File: src/rtl/cdb_arbiter.sv
// -----------------------------------------------------------------------------
// cdb_arbiter
//
// Common Data Bus arbiter/broadcaster. Completed results from NUM_FU functional
// units are buffered in small per-FU circular FIFOs. Each cycle one non-empty
// FIFO is granted in round-robin order, and its head is driven onto a
// registered CDB broadcast {valid, rob_tag, value}.
//
// Handshake: an FU result is taken on a rising edge where
// fu_valid[i] && fu_ready[i]. The FU holds its result until then.
// fu_ready[i] depends only on the registered FIFO count, so it has no
// combinational path from fu_valid, arbitration or squash. The CDB side has
// no backpressure: each broadcast is held for exactly one cycle.
//
// Ports:
//   clock        in   single clock
//   reset        in   synchronous active-low reset
//   squash       in   flush: clears FIFOs, output register and rr pointer
//   fu_valid     in   [NUM_FU]         FU i presents a completed result
//   fu_rob_tag   in   [NUM_FU][TAG_W]  ROB tag of that result (0 = illegal)
//   fu_value     in   [NUM_FU][XLEN]   result value
//   fu_ready     out  [NUM_FU]         FIFO i can accept this cycle
//   cdb_valid    out  broadcast valid
//   cdb_rob_tag  out  broadcast tag (0 when not valid)
//   cdb_v        out  broadcast value (0 when not valid)
//   dbg_rr_ptr   out  current round-robin pointer, for observation only
// -----------------------------------------------------------------------------
module cdb_arbiter #(
   parameter int NUM_FU = 5,
   parameter int DEPTH  = 2,
   parameter int TAG_W  = 5,
   parameter int XLEN   = 32,
   localparam int RR_W  = (NUM_FU > 1) ? $clog2(NUM_FU) : 1
) (
   input  logic                         clock,
   input  logic                         reset,
   input  logic                         squash,
   input  logic [NUM_FU-1:0]            fu_valid,
   input  logic [NUM_FU-1:0][TAG_W-1:0] fu_rob_tag,
   input  logic [NUM_FU-1:0][XLEN-1:0]  fu_value,
   output logic [NUM_FU-1:0]            fu_ready,
   output logic                         cdb_valid,
   output logic [TAG_W-1:0]             cdb_rob_tag,
   output logic [XLEN-1:0]              cdb_v,
   output logic [RR_W-1:0]              dbg_rr_ptr
);

   localparam int PTR_W  = (DEPTH > 1) ? $clog2(DEPTH) : 1;
   localparam int CNT_W  = $clog2(DEPTH) + 1;
   localparam int SCAN_W = RR_W + 1;

   localparam logic [CNT_W-1:0] DEPTH_C   = CNT_W'(DEPTH);
   localparam logic [PTR_W-1:0] LAST_SLOT = PTR_W'(DEPTH - 1);
   localparam logic [RR_W-1:0]  LAST_FU   = RR_W'(NUM_FU - 1);

   // FIFO storage (no reset needed: only entries below count are ever read)
   logic [TAG_W-1:0] tag_mem_q [NUM_FU][DEPTH];
   logic [XLEN-1:0]  val_mem_q [NUM_FU][DEPTH];

   logic [PTR_W-1:0] rd_ptr_q [NUM_FU];
   logic [PTR_W-1:0] rd_ptr_d [NUM_FU];
   logic [PTR_W-1:0] wr_ptr_q [NUM_FU];
   logic [PTR_W-1:0] wr_ptr_d [NUM_FU];
   logic [CNT_W-1:0] cnt_q    [NUM_FU];
   logic [CNT_W-1:0] cnt_d    [NUM_FU];

   logic [RR_W-1:0]  rr_ptr_q, rr_ptr_d;

   logic             cdb_valid_q, cdb_valid_d;
   logic [TAG_W-1:0] cdb_tag_q,   cdb_tag_d;
   logic [XLEN-1:0]  cdb_v_q,     cdb_v_d;

   logic [NUM_FU-1:0] push;
   logic [NUM_FU-1:0] pop;
   logic [NUM_FU-1:0] nonempty;

   logic              grant_vld;
   logic [RR_W-1:0]   grant_idx;
   logic [SCAN_W-1:0] scan_idx;
   logic [RR_W-1:0]   scan_cand;

   function automatic logic [PTR_W-1:0] next_slot(input logic [PTR_W-1:0] p);
      return (p == LAST_SLOT) ? '0 : p + 1'b1;
   endfunction

   // Ready and occupancy come from registered counts only. A zero-tag result
   // still sees ready (the FU is released) but is never written.
   always_comb begin
      for (int i = 0; i < NUM_FU; i++) begin
         fu_ready[i] = (cnt_q[i] < DEPTH_C);
         nonempty[i] = (cnt_q[i] != '0);
         push[i]     = fu_valid[i] && fu_ready[i] && (fu_rob_tag[i] != '0);
      end
   end

   // Round-robin scan starting at rr_ptr_q, first non-empty FIFO wins.
   always_comb begin
      grant_vld = 1'b0;
      grant_idx = '0;
      scan_idx  = '0;
      scan_cand = '0;
      for (int k = 0; k < NUM_FU; k++) begin
         scan_idx = {1'b0, rr_ptr_q} + SCAN_W'(k);
         if (scan_idx >= SCAN_W'(NUM_FU)) begin
            scan_idx = scan_idx - SCAN_W'(NUM_FU);
         end
         scan_cand = scan_idx[RR_W-1:0];
         if (!grant_vld && nonempty[scan_cand]) begin
            grant_vld = 1'b1;
            grant_idx = scan_cand;
         end
      end
   end

   always_comb begin
      for (int i = 0; i < NUM_FU; i++) begin
         pop[i] = grant_vld && (grant_idx == RR_W'(i));
      end
   end

   // Next state. Squash overrides push, pop and grant.
   always_comb begin
      rr_ptr_d    = rr_ptr_q;
      cdb_valid_d = 1'b0;
      cdb_tag_d   = '0;
      cdb_v_d     = '0;
      for (int i = 0; i < NUM_FU; i++) begin
         cnt_d[i]    = cnt_q[i];
         rd_ptr_d[i] = rd_ptr_q[i];
         wr_ptr_d[i] = wr_ptr_q[i];
      end

      if (squash) begin
         rr_ptr_d = '0;
         for (int i = 0; i < NUM_FU; i++) begin
            cnt_d[i]    = '0;
            rd_ptr_d[i] = '0;
            wr_ptr_d[i] = '0;
         end
      end else begin
         if (grant_vld) begin
            cdb_valid_d = 1'b1;
            cdb_tag_d   = tag_mem_q[grant_idx][rd_ptr_q[grant_idx]];
            cdb_v_d     = val_mem_q[grant_idx][rd_ptr_q[grant_idx]];
            rr_ptr_d    = (grant_idx == LAST_FU) ? '0 : grant_idx + 1'b1;
         end
         for (int i = 0; i < NUM_FU; i++) begin
            if (pop[i]) begin
               rd_ptr_d[i] = next_slot(rd_ptr_q[i]);
            end
            if (push[i]) begin
               wr_ptr_d[i] = next_slot(wr_ptr_q[i]);
            end
            // Push and pop together leave the count unchanged.
            case ({push[i], pop[i]})
               2'b10:   cnt_d[i] = cnt_q[i] + 1'b1;
               2'b01:   cnt_d[i] = cnt_q[i] - 1'b1;
               default: cnt_d[i] = cnt_q[i];
            endcase
         end
      end
   end

   always_ff @(posedge clock) begin
      if (!reset) begin
         rr_ptr_q    <= '0;
         cdb_valid_q <= 1'b0;
         cdb_tag_q   <= '0;
         cdb_v_q     <= '0;
         for (int i = 0; i < NUM_FU; i++) begin
            cnt_q[i]    <= '0;
            rd_ptr_q[i] <= '0;
            wr_ptr_q[i] <= '0;
         end
      end else begin
         rr_ptr_q    <= rr_ptr_d;
         cdb_valid_q <= cdb_valid_d;
         cdb_tag_q   <= cdb_tag_d;
         cdb_v_q     <= cdb_v_d;
         for (int i = 0; i < NUM_FU; i++) begin
            cnt_q[i]    <= cnt_d[i];
            rd_ptr_q[i] <= rd_ptr_d[i];
            wr_ptr_q[i] <= wr_ptr_d[i];
         end
      end
   end

   always_ff @(posedge clock) begin
      for (int i = 0; i < NUM_FU; i++) begin
         if (push[i] && !squash && reset) begin
            tag_mem_q[i][wr_ptr_q[i]] <= fu_rob_tag[i];
            val_mem_q[i][wr_ptr_q[i]] <= fu_value[i];
         end
      end
   end

   // Tag 0 means "no producer"; an FU handing one in is a protocol error.
   always_ff @(posedge clock) begin
      for (int i = 0; i < NUM_FU; i++) begin
         if (reset && fu_valid[i] && fu_ready[i]) begin
            assert (fu_rob_tag[i] != '0)
               else $warning("cdb_arbiter: zero ROB tag from FU %0d discarded", i);
         end
      end
   end

   assign cdb_valid   = cdb_valid_q;
   assign cdb_rob_tag = cdb_tag_q;
   assign cdb_v       = cdb_v_q;
   assign dbg_rr_ptr  = rr_ptr_q;

endmodule

File: config.mk
export PLATFORM = sky130hd
export DESIGN_NAME = cdb_arbiter
export DESIGN_NICKNAME = d
export VERILOG_FILES = /design/src/rtl/cdb_arbiter.sv
export SDC_FILE = /design/constraint.sdc
export NUM_CORES = 1
export LEC_CHECK = 0
export CAP_MARGIN = 20
export CORE_UTILIZATION = 36
export DETAILED_ROUTE_END_ITERATION = 8
export GPL_TIMING_DRIVEN = 0
export PLACE_DENSITY_LB_ADDON = 0.2
export SLEW_MARGIN = 20
export SYNTH_ARGS = -nofsm -noshare
export SYNTH_HDL_FRONTEND = slang
export SYNTH_SLANG_ARGS = --single-unit
File: constraint.sdc
create_clock -name clock -period 14.23 [get_ports clock]
set_input_delay 2.846 -clock clock [delete_from_list [all_inputs] [get_ports clock]]
set_output_delay 2.846 -clock clock [all_outputs]
set_load 0.05 [all_outputs]
# Word level (Yosys, flattened, before mapping)
# Memory sizes are Yosys's and may differ from the RTL's.
# Index checks and enable logic that the tools add are counted.
# totals
ff_bits	41
ram_bits	390
elab_cells	267
memories	5
# classes
n_addsub	30
magnitude_cmp	26
n_eq_ne	14
mux	113
bitwise	23
reduce_logical	52
# memory_table
name	depth	width	read_ports	rd_ports_with_merged_regs	write_ports	line_no	source
val_mem_q	5	64	1	0	5	58	logic [XLEN-1:0] val_mem_q [NUM_FU][DEPTH];
tag_mem_q	5	10	1	0	5	57	logic [TAG_W-1:0] tag_mem_q [NUM_FU][DEPTH];
cnt_q	5	2	5	0	5	64	logic [CNT_W-1:0] cnt_q [NUM_FU];
rd_ptr_q	5	1	6	0	5	60	logic [PTR_W-1:0] rd_ptr_q [NUM_FU];
wr_ptr_q	5	1	5	0	5	62	logic [PTR_W-1:0] wr_ptr_q [NUM_FU];
# op_table
op	count
$mux 64	5
$mux 32	8
$demux 32 s1	5
$mux 10	6
$mux 5	10
$mux 1	48
$logic_and 1x1->1	34
$mux 3	11
$demux 5 s1	5
$reduce_bool 5->1	5
$lt 3x4->1 const B	5
$pmux 2 s2	5
$ge 4x3->1 const B	4
$bmux 1 s3	5
$or 1x1->1	15
$sub 3x3->3 const B	5
$ge 2x2->1 const B	6
$not 1->2	6
$add 1x1->1 const B	10
$add 2x1->2 const B	5
$eq 2x1->1 const B	5
$eq 2x2->1 const B	5
$lt 2x1->1 const B	5
$lt 2x2->1 const B	5
other kinds (16)	35

# Depth between registers and ports, before layout
# depth
ltp_word	23
ltp_mapped	21
mapped_depth_nobuf	18

# Least setup slack after synthesis
# OpenSTA, ideal clock, no wires.
# synth_timing
kind	in2reg
from	input port squash
to	memory tag_mem_q[0][0] (netlist name) (enable)
setup_ns	0.477
t_arrival_ns	5.864
required_ns	13.753
setup_slack_ns	7.889
cell_stages	4
path_buffers	2
path_cell_list	nand2b_1 -> clkbuf_1 -> clkbuf_1 -> nor3_1
# synth_rtl
element	line_no	source
from (decl)	37	input logic squash,
to (decl)	57	

==> metrics.yaml <==
crit_family: "simple AND/OR/NAND/NOR gates"
power.leakage_nw: 7.96
io_pins: 239
critPathSlowestCell: "a211oi_1"
fillers: 4112
required_ns: 14.73
critPathKind: "flip-flop to flip-flop"
ys_seq_area_frac: 0.708
crit_cells: 20
drive_above_1_share: 0.208
yosys_warnings: 0
clkTransAtPathRegs_ns: 0.06
grt_pass1_wl_um: 75300
drc: 0
clock_sinks: 431
dp_hpwl_um: 38500
switchingPower_mw: 2.58
pwr-share-clk: 0.189
place_congestion: 0.862
rsz0062_at_grt: "false"
intPower_mw: 3.51
fin_nets: 1606
via_count: 11100
synth_edf_count: 370
synthArstFlopShare: 0
grt_start_max_net_pins: 14
cts_inserted_buffers: 46
critPathMaxFanout: 11
area_growth_pct: 29.6
ant_nets: 0
start_util: 0.365
ys_ff_latch: 431
die_w_um: 222
worstPathArrival_ns: 6.06
routed_wl_um: 52700
synth_cell_types: 67
fin_util: 0.473
core_area_mm2: 0.0477
ys.flop_type: "edfxtp_1"
yosysTopAreaCellShare: 0.638
rr_worst_depth: 20
hold_violations: 0
hold_class: "flip-flop to flip-flop"
dr.pass1.iters: 6
antenna_found_initial: 9
post_cts_buffers: 0
worst_pin_slew_ns: 1.01
vias_per_cell: 5.42
endpoint_kind: "flip-flop"
die_y_um: 222
reg2reg_setup_slack_ns: 8.66
slew_headroom: 0.330
clock.fmax_ghz: 0.180
cp.buffers_inverters: 5
avgSynthCellArea_um2: 16.6
power_density_mw_per_mm2: 270
min_period_over_period: 0.391
period_needed_ns: 5.57
post_drt_wl_per_cell_um: 25.7
worst_slack_ns: 8.66
power_mw: 6.09
detailedPlace.worstSlack_ns: 8.26
fin_setup_tns_ns: 0
die-area_mm2: 0.0493
crit_chain: "buf_2 -> inv_2 -> ha_1 -> inv_1 -> fa_1 -> a211oi_1 -> a21oi_1 -> o2111ai_1 -> nand3b_2 -> nor4_2 -> a21oi_1 -> nor2_2 -> buf_4 -> buf_2 -> nor2_1 -> ha_1 -> and2_1 -> ha_1 -> or3_1 -> a21oi_1"
gr-total-overflow: 0
cpPeakStageDelay_ns: 0.49
setup_violations: 0
peakVddDrop_mv: 0.173
dr.first_iter.drc_count: 1092
clkLatencyLatePin_ns: 0.57
synth_common_cells: "edfxtp_1, mux2i_1, dfxtp_1"
multi_input_area_mm2: 0.00478
synth_top_cell_by_area: "edfxtp_1"
port_buffers: 238
cts_tree: "done"
drv_slew: 0
endpoint: "cnt_q[0][7]"
regArea_mm2: 0.0123
cp-startpoint: "dbg_rr_ptr[0]"
worstHoldStart: "cnt_q[0][9]"
switching_share: 0.424
seqPwrFrac: 0.250
rows: 80
synth.area.top_cells: "edfxtp_1, dfxtp_1, mux2i_1, mux2_2, o221a_2"
cts-root-buf: "clkbuf_16"
start_kind: "flip-flop"
cap_violations: 0
status: "finished, final reports clean"
finClkSkew_ns: 0.0128
htree_levels: 2
synth_area_mm2: 0.0174
r2r-end: "cnt_q[0][7]"
comb_power_share: 0.560
syn-num-nets: 1259
timing.rr.start: "dbg_rr_ptr[0]"
grt_usage: 0.212
grt_pass1_vias: 11400
cts-resized-gates: 0
synth_most_common_cell: "edfxtp_1"
cts_hold_buf: 0
clk_path_buf_depth: 3
syn_inst: 1051
## how the worst min path moves through the flow
stage                             end  depth (start not counted)
after floorplan           cnt_q[0][9]                          2
after global placement    cnt_q[0][9]                          2
after detailed placement  cnt_q[0][9]                          2
after CTS                 cnt_q[0][9]                          2
after global routing      cnt_q[0][9]                          2
final                     cnt_q[0][9]                          2
## area by class of cell
type | count | share of cell area
diodes | 5 | 0.000554
plain buffers | 57 | 0.0124
clock buffers | 65 | 0.0569
clock inverters | 17 | 0.00731
inverters | 19 | 0.00316
multi-input cells | 544 | 0.212
flip-flops and latches | 431 | 0.546
well taps | 615 | 0.0341
repair buffers | 299 | 0.128
## worst register-to-register path, cell delays in order, from the launching register on
cell and delay (ns):
dfxtp_1 0.34, buf_2 0.19, inv_2 0.23, ha_1 0.19
inv_1 0.05, fa_1 0.44, a211oi_1 0.49, a21oi_1 0.15
o2111ai_1 0.27, nand3b_2 0.21, nor4_2 0.39, a21oi_1 0.14
nor2_2 0.44, buf_4 0.30, buf_2 0.38, nor2_1 0.08
ha_1 0.18, and2_1 0.20, ha_1 0.34, or3_1 0.36
a21oi_1 0.14
## stage by stage
step                instance area (µm²)  instances  hold WS [ns]
global placement                  20600       1904         0.488
finish                            22600       2052         0.515
global route                      22600       2050         0.551
floorplan                         17400       1051         0.471
CTS                               22600       2047         0.521
detailed placement                21100       1965         0.511
## kinds of logic after synthesis
family / Yosys count / share of synthesized area
adder cells (fa/ha/maj): 15 / 0.0112
buffers and inverters: 76 / 0.0201
AND/OR/NAND/NOR: 148 / 0.0432
multiplexers: 157 / 0.0965
AO/OA/AOI/OAI: 196 / 0.106
flip-flops: 431 / 0.708
XOR/XNOR: 28 / 0.0145
## flip-flops by register name (all words and copies together) (netlist names)
name,flops
tag_mem_q,50
rd_ptr_q,5
val_mem_q,320
cdb_v,32
cnt_q,10
wr_ptr_q,5
cdb_rob_tag,5
cdb_valid,1
dbg_rr_ptr,3
## metal layers
metal	vias up	global-route usage	wire length [µm]
met3	94	0.0383	3150
met5	-	0	51
met2	442	0.348	25200
met1	5621	0.279	22800
met4	8	0.0806	1510
li1	4948	-	-
## layout by cell type, fill, tap and decap left out, drive strengths merged, types with 14 or more instances in the layout
master / instances
o221a: 37
xnor2: 23
a21oi: 20
dfxtp: 61
nand2: 47
clkdlybuf4s50: 238
ha: 14
nor3: 18
o22ai: 40
mux2i: 82
inv: 20
nor2: 34
mux2: 74
a222oi: 37
clkbuf: 93
buf: 90
edfxtp: 370
## power groups by stage
| stage | sequential [mW] | clock (mW) | combinational (mW) |
|---|---|---|---|
| global route | 1.53 | 1.23 | 3.60 |
| global placement | 1.56 | 0 | 3.38 |
| CTS | 1.53 | 1.18 | 3.42 |
| finish | 1.52 | 1.15 | 3.41 |
| detailed placement | 1.55 | 0 | 3.41 |
| floorplan | 1.74 | 0 | 2.14 |
No activity file was read; power rests on OpenSTA's default activity.
